### src/rtl/tqvp_rebeccargb_digit_scanner.sv
// Multiplexed 4-digit 7-segment scanner driving an external BCD decoder with ripple blanking.
// States: IDLE off | START latch NDIG | SETUP snapshot digit | ON lit slot | OFF dark slot
module tqvp_rebeccargb_digit_scanner (
    input  logic       clk,
    input  logic       rst_n,
    input  logic [3:0] address,
    input  logic       data_write,
    input  logic [7:0] data_in,
    output logic [7:0] data_out,
    output logic [3:0] dec_code,
    output logic       dec_rbi,
    input  logic       dec_rbo,
    input  logic [6:0] dec_seg,
    output logic [7:0] uo_out,
    output logic [3:0] dig_sel
);

    typedef enum logic [2:0] {
        S_IDLE  = 3'd0,
        S_START = 3'd1,
        S_SETUP = 3'd2,
        S_ON    = 3'd3,
        S_OFF   = 3'd4
    } state_t;

    logic [7:0] r_dig [4];
    logic [6:0] r_ctrl;
    logic [7:0] r_presc;
    logic [3:0] r_bright;

    state_t     r_state;
    state_t     w_state_nxt;
    logic [1:0] r_cur;
    logic [4:0] r_frame;
    logic       r_chain_rbi;
    logic       r_shadow_dp;
    logic [3:0] r_shadow_code;
    logic [9:0] r_tmr;
    logic [3:0] r_slot;

    logic       w_en;
    logic       w_lzb;
    logic       w_blink;
    logic       w_dsal;
    logic       w_sal;
    logic [1:0] w_ndig;
    logic [9:0] w_slot_load;
    logic       w_slot_end;
    logic       w_dwell_end;
    logic [3:0] w_slot_nxt;
    logic       w_on;
    logic       w_active;
    logic [3:0] w_dig_hot;

    assign w_en        = r_ctrl[0];
    assign w_lzb       = r_ctrl[1];
    assign w_blink     = r_ctrl[2];
    assign w_dsal      = r_ctrl[3];
    assign w_sal       = r_ctrl[4];
    assign w_ndig      = r_ctrl[6:5];

    // Slot is (PRESC+1)*4 cycles; the timer reloads with the live PRESC at each slot start.
    assign w_slot_load = {r_presc, 2'b11};
    assign w_slot_end  = (r_tmr == 10'd0);
    assign w_dwell_end = w_slot_end && (r_slot == 4'hF);
    assign w_slot_nxt  = w_slot_end ? (r_slot + 4'd1) : r_slot;

    // Register file
    always_ff @(posedge clk) begin
        if (!rst_n) begin
            for (int i = 0; i < 4; i++) begin
                r_dig[i] <= 8'h00;
            end
            r_ctrl   <= 7'h00;
            r_presc  <= 8'h00;
            r_bright <= 4'hF;
        end else if (data_write) begin
            case (address)
                4'h0, 4'h1, 4'h2, 4'h3: r_dig[address[1:0]] <= data_in;
                4'h4:                   r_ctrl   <= data_in[6:0];
                4'h5:                   r_presc  <= data_in;
                4'h6:                   r_bright <= data_in[3:0];
                default: ;
            endcase
        end
    end

    always_ff @(posedge clk) begin
        if (!rst_n) begin
            r_state <= S_IDLE;
        end else begin
            r_state <= w_state_nxt;
        end
    end

    always_comb begin
        w_state_nxt = r_state;
        if (!w_en) begin
            w_state_nxt = S_IDLE;
        end else begin
            case (r_state)
                S_IDLE:  w_state_nxt = S_START;
                S_START: w_state_nxt = S_SETUP;
                S_SETUP: w_state_nxt = S_ON;
                S_ON, S_OFF: begin
                    if (w_dwell_end) begin
                        w_state_nxt = (r_cur == 2'd0) ? S_START : S_SETUP;
                    end else begin
                        w_state_nxt = (w_slot_nxt <= r_bright) ? S_ON : S_OFF;
                    end
                end
                default: w_state_nxt = S_IDLE;
            endcase
        end
    end

    // Scan datapath; frozen when disabled so a cleared EN never completes a digit.
    always_ff @(posedge clk) begin
        if (!rst_n) begin
            r_cur         <= 2'd0;
            r_frame       <= 5'd0;
            r_chain_rbi   <= 1'b1;
            r_shadow_dp   <= 1'b0;
            r_shadow_code <= 4'h0;
            r_tmr         <= 10'd0;
            r_slot        <= 4'd0;
        end else if (w_en) begin
            case (r_state)
                S_START: begin
                    r_cur       <= w_ndig;
                    r_chain_rbi <= ~w_lzb;
                end
                S_SETUP: begin
                    r_shadow_dp   <= r_dig[r_cur][7];
                    r_shadow_code <= r_dig[r_cur][3:0];
                    r_tmr         <= w_slot_load;
                    r_slot        <= 4'd0;
                end
                S_ON, S_OFF: begin
                    if (w_slot_end) begin
                        r_tmr  <= w_slot_load;
                        r_slot <= r_slot + 4'd1;
                        if (r_slot == 4'hF) begin
                            r_chain_rbi <= dec_rbo;
                            if (r_cur != 2'd0) begin
                                r_cur <= r_cur - 2'd1;
                            end else begin
                                r_frame <= r_frame + 5'd1;
                            end
                        end
                    end else begin
                        r_tmr <= r_tmr - 10'd1;
                    end
                end
                default: ;
            endcase
        end
    end

    assign w_on      = (r_state == S_ON);
    assign w_active  = (r_state != S_IDLE);
    assign w_dig_hot = 4'b0001 << r_cur;

    // During SETUP the decoder already sees the digit being snapshotted, so the code is stable until the next SETUP.
    assign dec_code = (r_state == S_SETUP) ? r_dig[r_cur][3:0] : r_shadow_code;
    assign dec_rbi  = (r_cur == 2'd0) ? 1'b1 : r_chain_rbi;

    assign dig_sel = {4{w_dsal}} ^ ((w_on && !(w_blink && r_frame[4])) ? w_dig_hot : 4'b0000);
    assign uo_out  = w_on ? ({r_shadow_dp, dec_seg} ^ {8{w_sal}}) : {8{w_sal}};

    always_comb begin
        data_out = 8'h00;
        case (address)
            4'h0, 4'h1, 4'h2, 4'h3: data_out = r_dig[address[1:0]];
            4'h4:                   data_out = {1'b0, r_ctrl};
            4'h5:                   data_out = r_presc;
            4'h6:                   data_out = {4'h0, r_bright};
            4'h7:                   data_out = {w_active, r_cur, r_frame};
            default:                data_out = 8'h00;
        endcase
    end

endmodule

### config.mk
export PLATFORM = sky130hd
export DESIGN_NAME = tqvp_rebeccargb_digit_scanner
export DESIGN_NICKNAME = d
export VERILOG_FILES = /design/src/rtl/tqvp_rebeccargb_digit_scanner.sv
export SDC_FILE = /design/constraint.sdc
export NUM_CORES = 1
export LEC_CHECK = 0
export CORE_MARGIN = 1.5
export CORE_UTILIZATION = 52
export CTS_CLUSTER_SIZE = 28
export DETAILED_ROUTE_END_ITERATION = 16
export GPL_TIMING_DRIVEN = 0
export HOLD_SLACK_MARGIN = 0.15
export PLACE_DENSITY = 0.77
export SLEW_MARGIN = 20
export SYNTH_ARGS = -nofsm -noshare
export SYNTH_HDL_FRONTEND = slang
export SYNTH_SLANG_ARGS = --single-unit
### constraint.sdc
create_clock -name clk -period 2.77 [get_ports clk]
set_input_delay 0.554 -clock clk [delete_from_list [all_inputs] [get_ports clk]]
set_output_delay 0.554 -clock clk [all_outputs]
set_load 0.05 [all_outputs]
[After elaboration in Yosys (flattened, before gate mapping)]
Memory sizes are Yosys's and may differ from the RTL's. A register that Yosys moved wholly into a read port is not among the register bits.
Cells that the tools add are included.
Storage, ports and cells
  flip-flop bits (word level): 49
  bits in writable memories: 32
  input port bits: 23
  output and inout bits: 25
  logic and storage cells: 91
  memories: 1
Operators by class
  add/subtract/negate cells: 4
  order comparisons: 1
  eq/ne operators: 15
  shift operators: 1
  muxes and demuxes: 30
  bitwise logic cells: 4
  reduce and logical (&&, ||, !) cells: 24
Memories
  r_dig: words 4, width 8, rd ports 2, clocked after memory_dff 1, write ports 4, line 26  | logic [7:0] r_dig [4];
Operator list (number)
  one-hot mux 8 bit (5 select lines): 1
  one-hot mux 10 bit (2 select lines): 1
  equality test 4 x 3 -> 1 bit, second input constant: 4
  two-way mux 8 bit: 2
  two-way mux 2 bit: 7
  two-way mux 4 bit: 3
  one-hot mux 3 bit (4 select lines): 1
  AND reduction 2 bit: 6
  logical NOT 10 bit: 1
  two-way mux 10 bit: 1
  AND reduction 5 bit: 2
  subtractor 10 x 1 -> 10 bit, second input constant: 1
  two-way mux 1 bit: 9
  equality test 4 x 2 -> 1 bit, second input constant: 2
  one-hot mux 4 bit (2 select lines): 1
  OR reduction 8 bit: 1
  bitwise XOR 8 bit: 1
  equality test 3 x 2 -> 1 bit, second input constant: 2
  two-way mux 3 bit: 2
  inequality test 2 bit, second input constant: 3
  nonzero test 2 bit: 3
  adder 5 x 1 -> 5 bit, second input constant: 1
  adder 4 x 1 -> 4 bit, second input constant: 1
  equality test 4 x 1 -> 1 bit, second input constant: 1
  other kinds (19): 22

[Depth between registers and ports, before layout]
Gate-level depths: netlist of run 1.
  depth in word-level cells: 8
  depth in mapped cells: 13

[Worst setup path before layout of run 1]
No wires, ideal clock.
  kind: register to register
  start point: reg r_tmr[0]
  end point: reg r_state[0]
  library setup time: 92 ps
  arrival: 2685 ps
  slack: -7 ps
  stages on the path, launching flop included: 13
  path buffers: 2
  period minus slack after synthesis: 2777 ps
  cell sequence: dfxtp_1 inv_1 ha_1 or3b_1 clkbuf_1 nor4_4 buf_2 mux2_2 ha_1 a21oi_1 o21ai_0 and3_1 o32ai_1
Between the ends
  cells in the longest elaborated chain, start to end: 6
RTL lines
  from (decl): line 38  | logic [9:0] r_tmr;
  from (signal assigned): line 136  | r_tmr <= w_slot_load;
  from (signal assigned): line 141  | r_tmr <= w_slot_load;
  from (signal assigned): line 152  | r_tmr <= r_tmr - 10'd1;
  logical NOT 10 bit *: line 64  | assign w_slot_end = (r_tmr == 10'd0);
  two-way mux 4 bit
  less-or-equal comparator 4 bit: line 109  | w_state_nxt = (w_slot_nxt <= r_bright) ? S_ON : S_OFF;
  two-way mux 3 bit: line 109
  two-way mux 3 bit *: line 106  | if (w_dwell_end) begin
  one-hot mux 3 bit (4 select lines) *: line 101  | case (r_state)
  to (signal assigned): line 92  | r_state <= w_state_nxt;
  to (decl): line 31  | state_t r_state;
Mark *: on every way between the ends. The rest lies on a longest branch, timed or not.
A chain may end at the register's enable or synchronous reset.

[Final worst setup path of run 1]
  start point: reg r_state[1]
  end point: out dec_code[1]
Between the ends
  cells in the longest elaborated chain, start to end: 2
RTL lines
  equality test 3 x 2 -> 1 bit: line 165  | assign dec_code = (r_state == S_SETUP) ? r_dig[r_cur][3:0] : r_shadow_code;
  two-way mux 4 bit
  to (decl): line 10  | output logic [3:0] dec_code,
No other way between the ends.

==> run_results.csv, run 1 <==
group,metric,value,unit
finish,nFillCells,711,
worst_setup_path,cp.required,2220,ps
sta,finalHoldViolations,0,
finish,stdcell_count,636,
clock_network,ctsHoldBuffers,0,
clock_network,cts-root-buf,"clkbuf_8",
sta,clock.fmax,364,MHz
logic_synthesis,synth-async-reset-ratio,0,%
pwr,netSwitchingPower,0.621,mW
placed_design,io_buffer_count,45,
finish,multi_input_comb_area,2550,µm²
floorplanning,rows,34,
worst_setup_path,cp-end-kind,"output port",
finish,final_cell_mix,"dfxtp_1, nand2_1, nor2_1, edfxtp_1, mux2i_1",
logic_synthesis,yosys.cell_types.count,54,
placed_design,gp_congestion,0.901,
drt,drc,0,
clock_network,cts_sinks,83,
floorplanning,start_util,53.2,%
placed_design,post-dp-hpwl,8690,µm
logic_synthesis,synth_area_leaders,"dfxtp_1, edfxtp_1, mux4_2, mux2i_1, xnor2_1",
pwr,powerDensity,425,nW/µm²
finish,insertedDiodeCount,0,
pwr,p_leak,2.12,nW
drt,via_per_inst,6.14,
sta,fin_crit_sh,99.2,%
finish,final_nets,557,
global_route,grt_overflow_total,0,
drt,drt_wl_total,12300,µm
pwr,clkPwrFrac,33.4,%
clock_network,clk_path_buf_depth,2,
floorplanning,ios,48,
worst_setup_path,worstPathArrival,2190,ps
clock_network,clk_pin_slew,90,ps
placed_design,place_inst,611,
run,cap_violations,0,
finish,area_growth,19.7,%
sta,worst_pin_slew,962,ps
floorplanning,dieHeight,97.3,µm
global_route,antenna_found_initial,0,
placed_design,pre_cts_ws,-1290,ps
pwr,sw_frac_of_total,26.4,%
sta,setup_tns,0,ps
sta,slew_headroom,35.6,%
drt,wire_per_inst,19.4,µm
logic_synthesis,yosysWarnings,0,
global_route,grt_pass1_wl,19600,µm
logic_synthesis,syn_area,4620,µm²
floorplanning,core_area,8680,µm²
finish,drive_above_1_share,18.9,%
sta,finalSetupViolCount,0,
logic_synthesis,synthesis.nets,492,
drt,ant_nets,0,
global_route,grt_max_degree,15,
clock_network,cts_tree,"done",
min_path,hold_class,"reg2reg",
drt,dr.pass1.iters,6,
sta,setup_ws,23.2,ps
pwr,p_int,1.73,mW
worst_setup_path,cp_max_fo,8,
logic_synthesis,syn_inst,458,
floorplanning,fp.dieArea,9460,µm²
pwr,vdd_drop_max,0.226,mV
clock_network,h-tree-depth,3,
sta,min_period,2750,ps
sta,skew,8.89,ps
logic_synthesis,synth_top_cell_area_share,22.1,%
clock_network,clk_latency,360,ps
global_route,grt_pass1_vias,3677,
logic_synthesis,syn_area_per_cell,10.1,µm²
logic_synthesis,yosysTopAreaCell,"dfxtp_1",
clock_network,cts_made_buffers,9,
logic_synthesis,synth_flop_cell,"dfxtp_1",
pwr,seqPwrFrac,55.9,%
global_route,grt.total_usage,26.4,%
finish,final_common_cell,"dfxtp_1",
finish,regArea,1990,µm²
sta,grt_setup_unrepaired,"yes",
worst_setup_path,start_kind,"flop",
worst_setup_path,ff2ff_setup_slack,110,ps
drt,drt_iter0_markers,354,
sta,slew_violations,0,
logic_synthesis,synth_seq_cells,83,
drt,dr_total_vias,3906,
worst_setup_path,critPathKind,"reg2out",
status,status,"completed",
floorplanning,chipWidth,97.3,µm
pwr,pwr-share-comb,10.7,%
logic_synthesis,ys_seq_area_share,42.9,%
logic_synthesis,synth-edff-count,32,
## flip-flops by register name, indices dropped and copies added, names as in the netlist, 4 cells and up, named ones only
register / flops
r_bright: 4
r_ctrl: 7
r_dig: 32
r_frame: 5
r_presc: 8
r_shadow_code: 4
r_slot: 4
r_tmr: 10
## per-stage QoR
stage | hold slack [ps] | area, µm² | total power [mW] | util [%]
after floorplan | 437 | 4620 | 1.48 | -
after global placement | 453 | 5210 | 1.58 | 60.0
after detailed placement | 461 | 5210 | 1.58 | 60.0
after CTS | 481 | 5470 | 2.35 | 63.0
after global routing | 502 | 5530 | 2.41 | 63.7
final | 481 | 5530 | 2.35 | 63.7
## metal layers
layer | global-route usage [%] | vias to the layer above | wire length (µm) | part of all wire [%]
met2 | 43.5 | 208 | 5850 | 47
li1 | - | 1786 | - | -
met4 | 9.67 | 0 | 384 | 3.1
met3 | 3.60 | 33 | 1000 | 8.1
met1 | 35.8 | 1879 | 5090 | 41
met5 | 0 | - | 0 | 0
## worst max-delay path, stage by stage, from the launching register on
cell,delay (ps)
dfxtp_1,440
nor2b_1,270
nor2b_2,330
mux2_2,370
dlygate4sd2_1,420
## worst paths after layout
kind              startpoint     endpoint  cells after the start
setup / recovery  r_state[1]  dec_code[1]                      4
hold / removal      r_tmr[0]     r_tmr[0]                      1
setup reg to reg    r_tmr[4]   r_state[0]                      9
hold reg to reg     r_tmr[0]     r_tmr[0]                      1
## power groups by stage
| stage | Sequential (mW) | Combinational [mW] | Clock, mW |
|---|---|---|---|
| floorplan | 1.33 | 0.147 | 0 |
| finish | 1.31 | 0.251 | 0.784 |
| global route | 1.32 | 0.264 | 0.828 |
| global placement | 1.34 | 0.238 | 0 |
| detailed placement | 1.34 | 0.242 | 0 |
| CTS | 1.31 | 0.249 | 0.785 |
## cells by family (layout without fill, tap and decap cells)
kind of cell | Yosys count | after routing | synth area share (%)
XOR/XNOR | 19 | 19 | 3.60
buffers and inverters | 40 | 110 | 3.47
flip-flops | 83 | 83 | 42.9
adder cells (fa/ha/maj) | 11 | 11 | 2.98
multiplexers | 56 | 56 | 17.0
AND/OR/NAND/NOR | 182 | 182 | 21.0
AO/OA/AOI/OAI | 67 | 67 | 9.10
## cell usage after synthesis, types with 3 or more instances
cell	instances
dfxtp_1	51
nand2_1	40
nor2_1	33
edfxtp_1	32
mux2i_1	31
nor2b_1	22
clkbuf_1	20
o21ai_0	19
xnor2_1	19
and3_1	18
a21oi_1	17
mux4_2	17
and2_1	16
ha_1	11
inv_1	11
nand2b_1	9
nand3_1	9
mux2_2	8
nor3_1	8
buf_2	5
o22ai_1	5
nand3b_1	4
nand4_1	4
a22o_1	3
buf_1	3
nor3b_1	3
nor4_1	3
o211ai_1	3
o21a_1	3
or3_1	3
## cell type report
class / count / share of cell area [%]
clock buffers: 10 / 2.31
repair buffers: 57 / 9.03
flip-flops and latches: 83 / 36.0
inverters: 11 / 0.747
multi-input cells: 335 / 46.1
plain buffers: 26 / 2.69
clock inverters: 6 / 0.747
well taps: 108 / 2.44
## repair_timing
action,4_1_cts,5_1_grt
setup endpoints to repair,52,20
cloned,1,0
buffers inserted,8,3
hold endpoints to repair,0,0
pin swaps,1,5
gates resized for setup,95,21
Note: power is estimated with default switching activity, not from simulation.
==> run 2: changes to the inputs <==
--- a/config.mk
+++ b/config.mk
@@ -11,7 +11,7 @@
 export DETAILED_ROUTE_END_ITERATION = 16
 export GPL_TIMING_DRIVEN = 0
 export HOLD_SLACK_MARGIN = 0.15
-export PLACE_DENSITY = 0.77
+export PLACE_DENSITY = 0.87
 export SLEW_MARGIN = 20
 export SYNTH_ARGS = -nofsm -noshare
 export SYNTH_HDL_FRONTEND = slang
==> run 2 against run 1 <==
Critical path depth increased by 8. Cell count increased by 0.31%. Register-to-register slack got worse by 70 ps. Design area about the same. Power increased by 5.2%. Sequential power about the same. Largest cell class unchanged. Critical path type is now reg2reg.
==> run_results.csv, run 2 (synthesis gave the netlist of run 1 again) <==
group,metric,value,unit
sta,setup_tns,0,ps
worst_setup_path,startpoint,"r_tmr[0]",
floorplanning,ios,48,
finish,largest_register_ffs,32,
sta,skew,9.86,ps
drt,drt_wl_total,12700,µm
global_route,grt.total_usage,26.5,%
pwr,vdd_drop_max,0.285,mV
floorplanning,chipWidth,97.3,µm
worst_setup_path,cp_max_fo,6,
sta,clock.fmax,367,MHz
global_route,grt_use_met2,44.6,%
sta,fin_crit_sh,98.5,%
run,cap_violations,0,
worst_setup_path,worst-r2r-cell-count,12,
global_route,grt_max_degree,16,
worst_setup_path,start_kind,"flop",
worst_setup_path,critPathKind,"reg2reg",
drt,via_per_inst,6.21,
clock_network,clk_pin_slew,90,ps
global_route,grt_pass1_vias,3754,
floorplanning,fp.dieArea,9460,µm²
min_path,hold-path-endpoint,"r_chain_rbi",
placed_design,gp_congestion,0.918,
worst_setup_path,cp.required,3040,ps
clock_network,clk_path_buf_depth,2,
sta,slew_headroom,37.8,%
sta,finalHoldViolations,0,
worst_setup_path,worstPathArrival,3000,ps
finish,drive_above_1_share,19.6,%
clock_network,cts_made_buffers,9,
min_path,hold_class,"reg2reg",
sta,min_period,2730,ps
finish,area_growth,19.7,%
placed_design,io_buffer_count,45,
worst_setup_path,regToRegStartpoint,"r_tmr[0]",
clock_network,cts-root-buf,"clkbuf_8",
placed_design,place_inst,611,
floorplanning,dieHeight,97.3,µm
sta,finalSetupViolCount,0,
min_path,worstHoldStart,"r_chain_rbi",
pwr,powerDensity,446,nW/µm²
pwr,fin_total_pwr,2.47,mW
global_route,antenna_found_initial,0,
global_route,gr-usage-met3,5.25,%
finish,finalInstanceArea,5530,µm²
sta,grt_setup_unrepaired,"yes",
floorplanning,core_area,8680,µm²
worst_setup_path,cp-end-kind,"flop",
global_route,grt_overflow_total,0,
finish,stdcell_count,638,
global_route,use_met1,34.4,%
floorplanning,rows,34,
clock_network,cts_tree,"done",
status,status,"completed",
floorplanning,start_util,53.2,%
clock_network,h-tree-depth,3,
finish,final_common_cell,"dfxtp_1",
drt,drc,0,
global_route,top_usage_layer,"met2",
min_path,hold_depth,2,
finish,insertedDiodeCount,0,
clock_network,cts_sinks,83,
finish,final_nets,559,
worst_setup_path,ff2ff_setup_slack,40,ps
finish,post-route-util,63.8,%
finish,top_register,"r_dig",
placed_design,place_area,5210,µm²
pwr,p_leak,2.15,nW
finish,largest_registers,"r_dig x32, r_tmr x10, r_presc x8",
drt,dr_total_vias,3961,
drt,drt_iter0_markers,439,
sta,worst_pin_slew,926,ps
clock_network,clk_latency,370,ps
global_route,grt_pass1_wl,19600,µm
drt,wire_per_inst,20.0,µm
drt,dr.pass1.iters,5,
sta,slew_violations,0,
placed_design,post-dp-hpwl,8650,µm
worst_setup_path,reg2reg_to,"r_state[0]",
drt,ant_nets,0,
finish,final_cell_mix,"dfxtp_1, nand2_1, nor2_1, edfxtp_1, mux2i_1",
-- run 2: critical path, stage by stage (launching register included) --
cell and delay [ps]:
dfxtp_2 350, inv_1 60, ha_2 200, or3b_4 410, buf_4 160, nor2_2 160, nand3_2 130, xnor2_1 160
ha_1 320, a21oi_1 200, o21ai_2 80, and3_1 150, o32ai_1 260
-- run 2: cell type report --
class / count / area (µm²)
multi-input combinational: 335 / 2530
clock inverter: 6 / 72.6
clock buffer: 10 / 128
sequential: 83 / 1990
timing repair buffer: 59 / 478
inverter: 11 / 41.3
fill: 683 / 3150
buffer: 26 / 156
tap: 108 / 135
-- run 2: per-layer routing --
layer	vias to the layer above	share of wire, %
met1	1890	39
met3	32	9.5
met2	244	49
li1	1795	-
met4	0	2.5
met5	-	0
-- run 2: metrics by stage --
step | setup slack [ps] | hold slack [ps]
final | 41.6 | 487
after global routing | -136 | 516
after CTS | 7.00 | 479
after detailed placement | -1350 | 457
after global placement | -1250 | 457
after floorplan | 6.90 | 437
-- run 2: worst max-delay path by stage --
stage | end | slack (ps) | cells past startpoint
finish | r_state[0] | 40 | 12
floorplan | data_out[7] | 7 | 6
detailed placement | data_out[7] | -1350 | 8
global route | r_state[0] | -140 | 12
global placement | data_out[6] | -1250 | 7
CTS | dec_code[1] | 7 | 4
-- run 2: power breakdown --
part	internal, mW	total (mW)	leakage (nW)	switching, mW
sequential	1.30	1.31	0.720	0.0156
combinational	0.103	0.248	1.33	0.145
clock	0.427	0.909	0.0975	0.482
-- run 2: repair_timing --
item	4_1_cts	5_1_grt
pin swaps	0	6
resized for setup	92	28
cloned	1	0
endpoints found under the hold margin	0	0
setup endpoints to repair	52	19
hold buffers	0	0
setup buffers	7	6
==> run 3: changes to the inputs <==
--- a/config.mk
+++ b/config.mk
@@ -5,6 +5,7 @@
 export SDC_FILE = /design/constraint.sdc
 export NUM_CORES = 1
 export LEC_CHECK = 0
+export ABC_AREA = 1
 export CORE_MARGIN = 1.5
 export CORE_UTILIZATION = 52
 export CTS_CLUSTER_SIZE = 28
==> run 3 against run 2 <==
Flip-flop and latch count unchanged. Register-to-register slack improved by 190 ps. Clock power fell by 2%. Count of clock-buffer cells in the layout is 1 lower. Global-route usage grew 1.6 points. Sequential share of layout area shrank 0.28 points. Cell count increased by 24%. Non-clock buffer count shrank 16. Design area up 0.34%. First-iteration DRC count increased by 39%.
==> run_results.csv, run 3 <==
group,metric,value,unit
logic_synthesis,synth_flop_cell,"dfxtp_1",
drt,drt_iter0_markers,611,
finish,post-route-util,63.3,%
pwr,clkPwrFrac,36.1,%
pwr,vdd_drop_max,0.339,mV
logic_synthesis,yosys.cell_count.top_type,"nand2_1",
drt,wire_per_inst,17.0,µm
logic_synthesis,yosys.cell_types.count,37,
worst_setup_path,regToRegStartpoint,"r_tmr[0]",
drt,dr.pass1.iters,7,
logic_synthesis,synth_area_leaders,"dfxtp_1, edfxtp_1, nand2_1, nand3_1, inv_1",
clock_network,clk_path_buf_depth,2,
finish,insertedDiodeCount,0,
finish,final_nets,714,
clock_network,ctsHoldBuffers,0,
sta,slew_headroom,42.4,%
sta,whs,470,ps
placed_design,post-dp-hpwl,9870,µm
logic_synthesis,yosysTopAreaCell,"dfxtp_1",
worst_setup_path,startpoint,"address[2]",
sta,setup_ws,29.7,ps
pwr,p_int,1.74,mW
clock_network,clk_pin_slew,100,ps
logic_synthesis,synthesis.nets,653,
floorplanning,fp.dieArea,9680,µm²
logic_synthesis,synth-edff-count,32,
logic_synthesis,synth-compound-area-share,14.7,%
placed_design,gp_congestion,0.992,
pwr,netSwitchingPower,0.726,mW
logic_synthesis,yosysWarnings,0,
logic_synthesis,syn_area,4730,µm²
clock_network,cts-root-buf,"clkbuf_8",
logic_synthesis,yosys.area_share.xor_xnor,3.86,%
status,status,"completed",
global_route,grt.total_usage,28.1,%
sta,finalHoldViolations,0,
pwr,sw_frac_of_total,29.4,%
worst_setup_path,cp-end-kind,"output port",
floorplanning,start_util,54.0,%
floorplanning,chipWidth,98.4,µm
finish,largest_registers,"r_dig x32, r_tmr x10, r_presc x8",
placed_design,place_area,5330,µm²
pwr,fin_total_pwr,2.47,mW
min_path,worstHoldStart,"r_chain_rbi",
sta,finalSetupViolCount,0,
floorplanning,core_area,8760,µm²
logic_synthesis,synth_fa_ha_area_share,2.91,%
logic_synthesis,ys_seq_area_share,41.9,%
clock_network,cts_tree,"done",
worst_setup_path,worstPathArrival,2190,ps
placed_design,io_buffer_count,46,
logic_synthesis,synth_top_family_by_area,"simple AND/OR/NAND/NOR gates",
logic_synthesis,synth-async-reset-ratio,0,%
worst_setup_path,critPathKind,"in2out",
finish,area_growth,17.4,%
finish,final_common_cell,"nand2_1",
drt,dr_total_vias,4667,
global_route,grt_overflow_total,0,
global_route,grt_pass1_wl,21700,µm
drt,ant_nets,0,
clock_network,cts_sinks,83,
floorplanning,dieHeight,98.4,µm
logic_synthesis,synth_mux_area_share,0,%
global_route,antenna_found_initial,0,
logic_synthesis,synthSimpleGateAreaFrac,27.5,%
finish,drive_above_1_share,12.8,%
sta,skew,12.4,ps
pwr,p_leak,2.49,nW
floorplanning,ios,48,
min_path,hold_depth,2,
logic_synthesis,synth_seq_cells,83,
clock_network,cts_made_buffers,9,
logic_synthesis,syn_area_per_cell,7.64,µm²
drt,drt_wl_total,13500,µm
worst_setup_path,worst-r2r-cell-count,19,
logic_synthesis,syn_inst,619,
logic_synthesis,yosys-top-cells-count,"nand2_1, inv_1, nand3_1, dfxtp_1, a21oi_1",
global_route,grt_max_degree,19,
finish,final_cell_mix,"nand2_1, inv_1, nand3_1, dfxtp_1, a21oi_1",
placed_design,pre_cts_ws,-845,ps
min_path,hold_class,"reg2reg",
pwr,seqPwrFrac,53.4,%
clock_network,clk_latency,370,ps
clock_network,h-tree-depth,3,
run,cap_violations,0,
worst_setup_path,cp.required,2220,ps
worst_setup_path,start_kind,"input port",
sta,min_period,2740,ps
floorplanning,rows,34,
finish,largest_register_ffs,32,
sta,worst_pin_slew,858,ps
sta,slew_violations,0,
finish,finalInstanceArea,5550,µm²
logic_synthesis,synth_top_cell_area_share,21.6,%
drt,drc,0,
sta,fin_crit_sh,98.9,%
global_route,grt_pass1_vias,4547,
worst_setup_path,cp_max_fo,6,
sta,clock.fmax,365,MHz
finish,top_register,"r_dig",
pwr,powerDensity,445,nW/µm²
drt,via_per_inst,5.89,
pwr,pwr-share-comb,10.5,%
[run 3: path summary, 6_finish.rpt]
kind	slack, ps	end
min	470	r_chain_rbi
max reg2reg	230	r_state[0]
max	30	data_out[7]
min reg2reg	470	r_chain_rbi
[run 3: cells by family (layout without fill, tap and decap cells)]
group,after synthesis,count (layout)
AND/OR/NAND/NOR,283,283
adder cells (fa/ha/maj),11,11
AO/OA/AOI/OAI,121,121
flip-flops,83,83
XOR/XNOR,20,20
buffers and inverters,101,167
[run 3: cell type report]
class | instances | area [µm²]
clock buffer | 9 | 124
tap | 108 | 135
multi-input combinational | 435 | 2350
timing repair buffer | 50 | 460
clock inverter | 7 | 71.3
buffer | 19 | 120
inverter | 82 | 313
fill | 715 | 3210
sequential | 83 | 1980
[run 3: per-layer routing]
metal / part of all wire, % / track usage (%) / up-vias
met3: 12 / 5.51 / 59
met2: 45 / 45.3 / 293
met5: 0 / 0.513 / -
met1: 39 / 35.9 / 2128
li1: - / - / 2187
met4: 3.9 / 14.1 / 0
[run 3: worst max-delay path, stage by stage]
cell             delay (ps)
clkdlybuf4s50_1         500
inv_1                    80
nor2_4                  110
inv_2                    80
nor2_4                  180
buf_4                   150
o21ai_0                 100
o211ai_1                180
buf_4                   260
[run 3: metrics by stage]
| step | cells | setup TNS (ps) |
|---|---|---|
| after global routing | 793 | -6.16 |
| after detailed placement | 773 | -6780 |
| after floorplan | 619 | 0 |
| after CTS | 790 | 0 |
| after global placement | 773 | -7450 |
| final | 793 | 0 |
[run 3: power groups by stage]
stage	clock network (mW)	registers, mW	logic, mW
finish	0.890	1.32	0.259
global route	0.931	1.32	0.274
CTS	0.886	1.32	0.249
detailed placement	0	1.35	0.250
global placement	0	1.34	0.244
floorplan	0	1.34	0.148
[run 3: what timing repair did]
| action | in CTS | in global routing |
|---|---|---|
| setup endpoints to repair | 16 | 20 |
| gates resized for setup | 61 | 26 |
| pin swaps | 2 | 4 |
| buffers inserted | 1 | 3 |
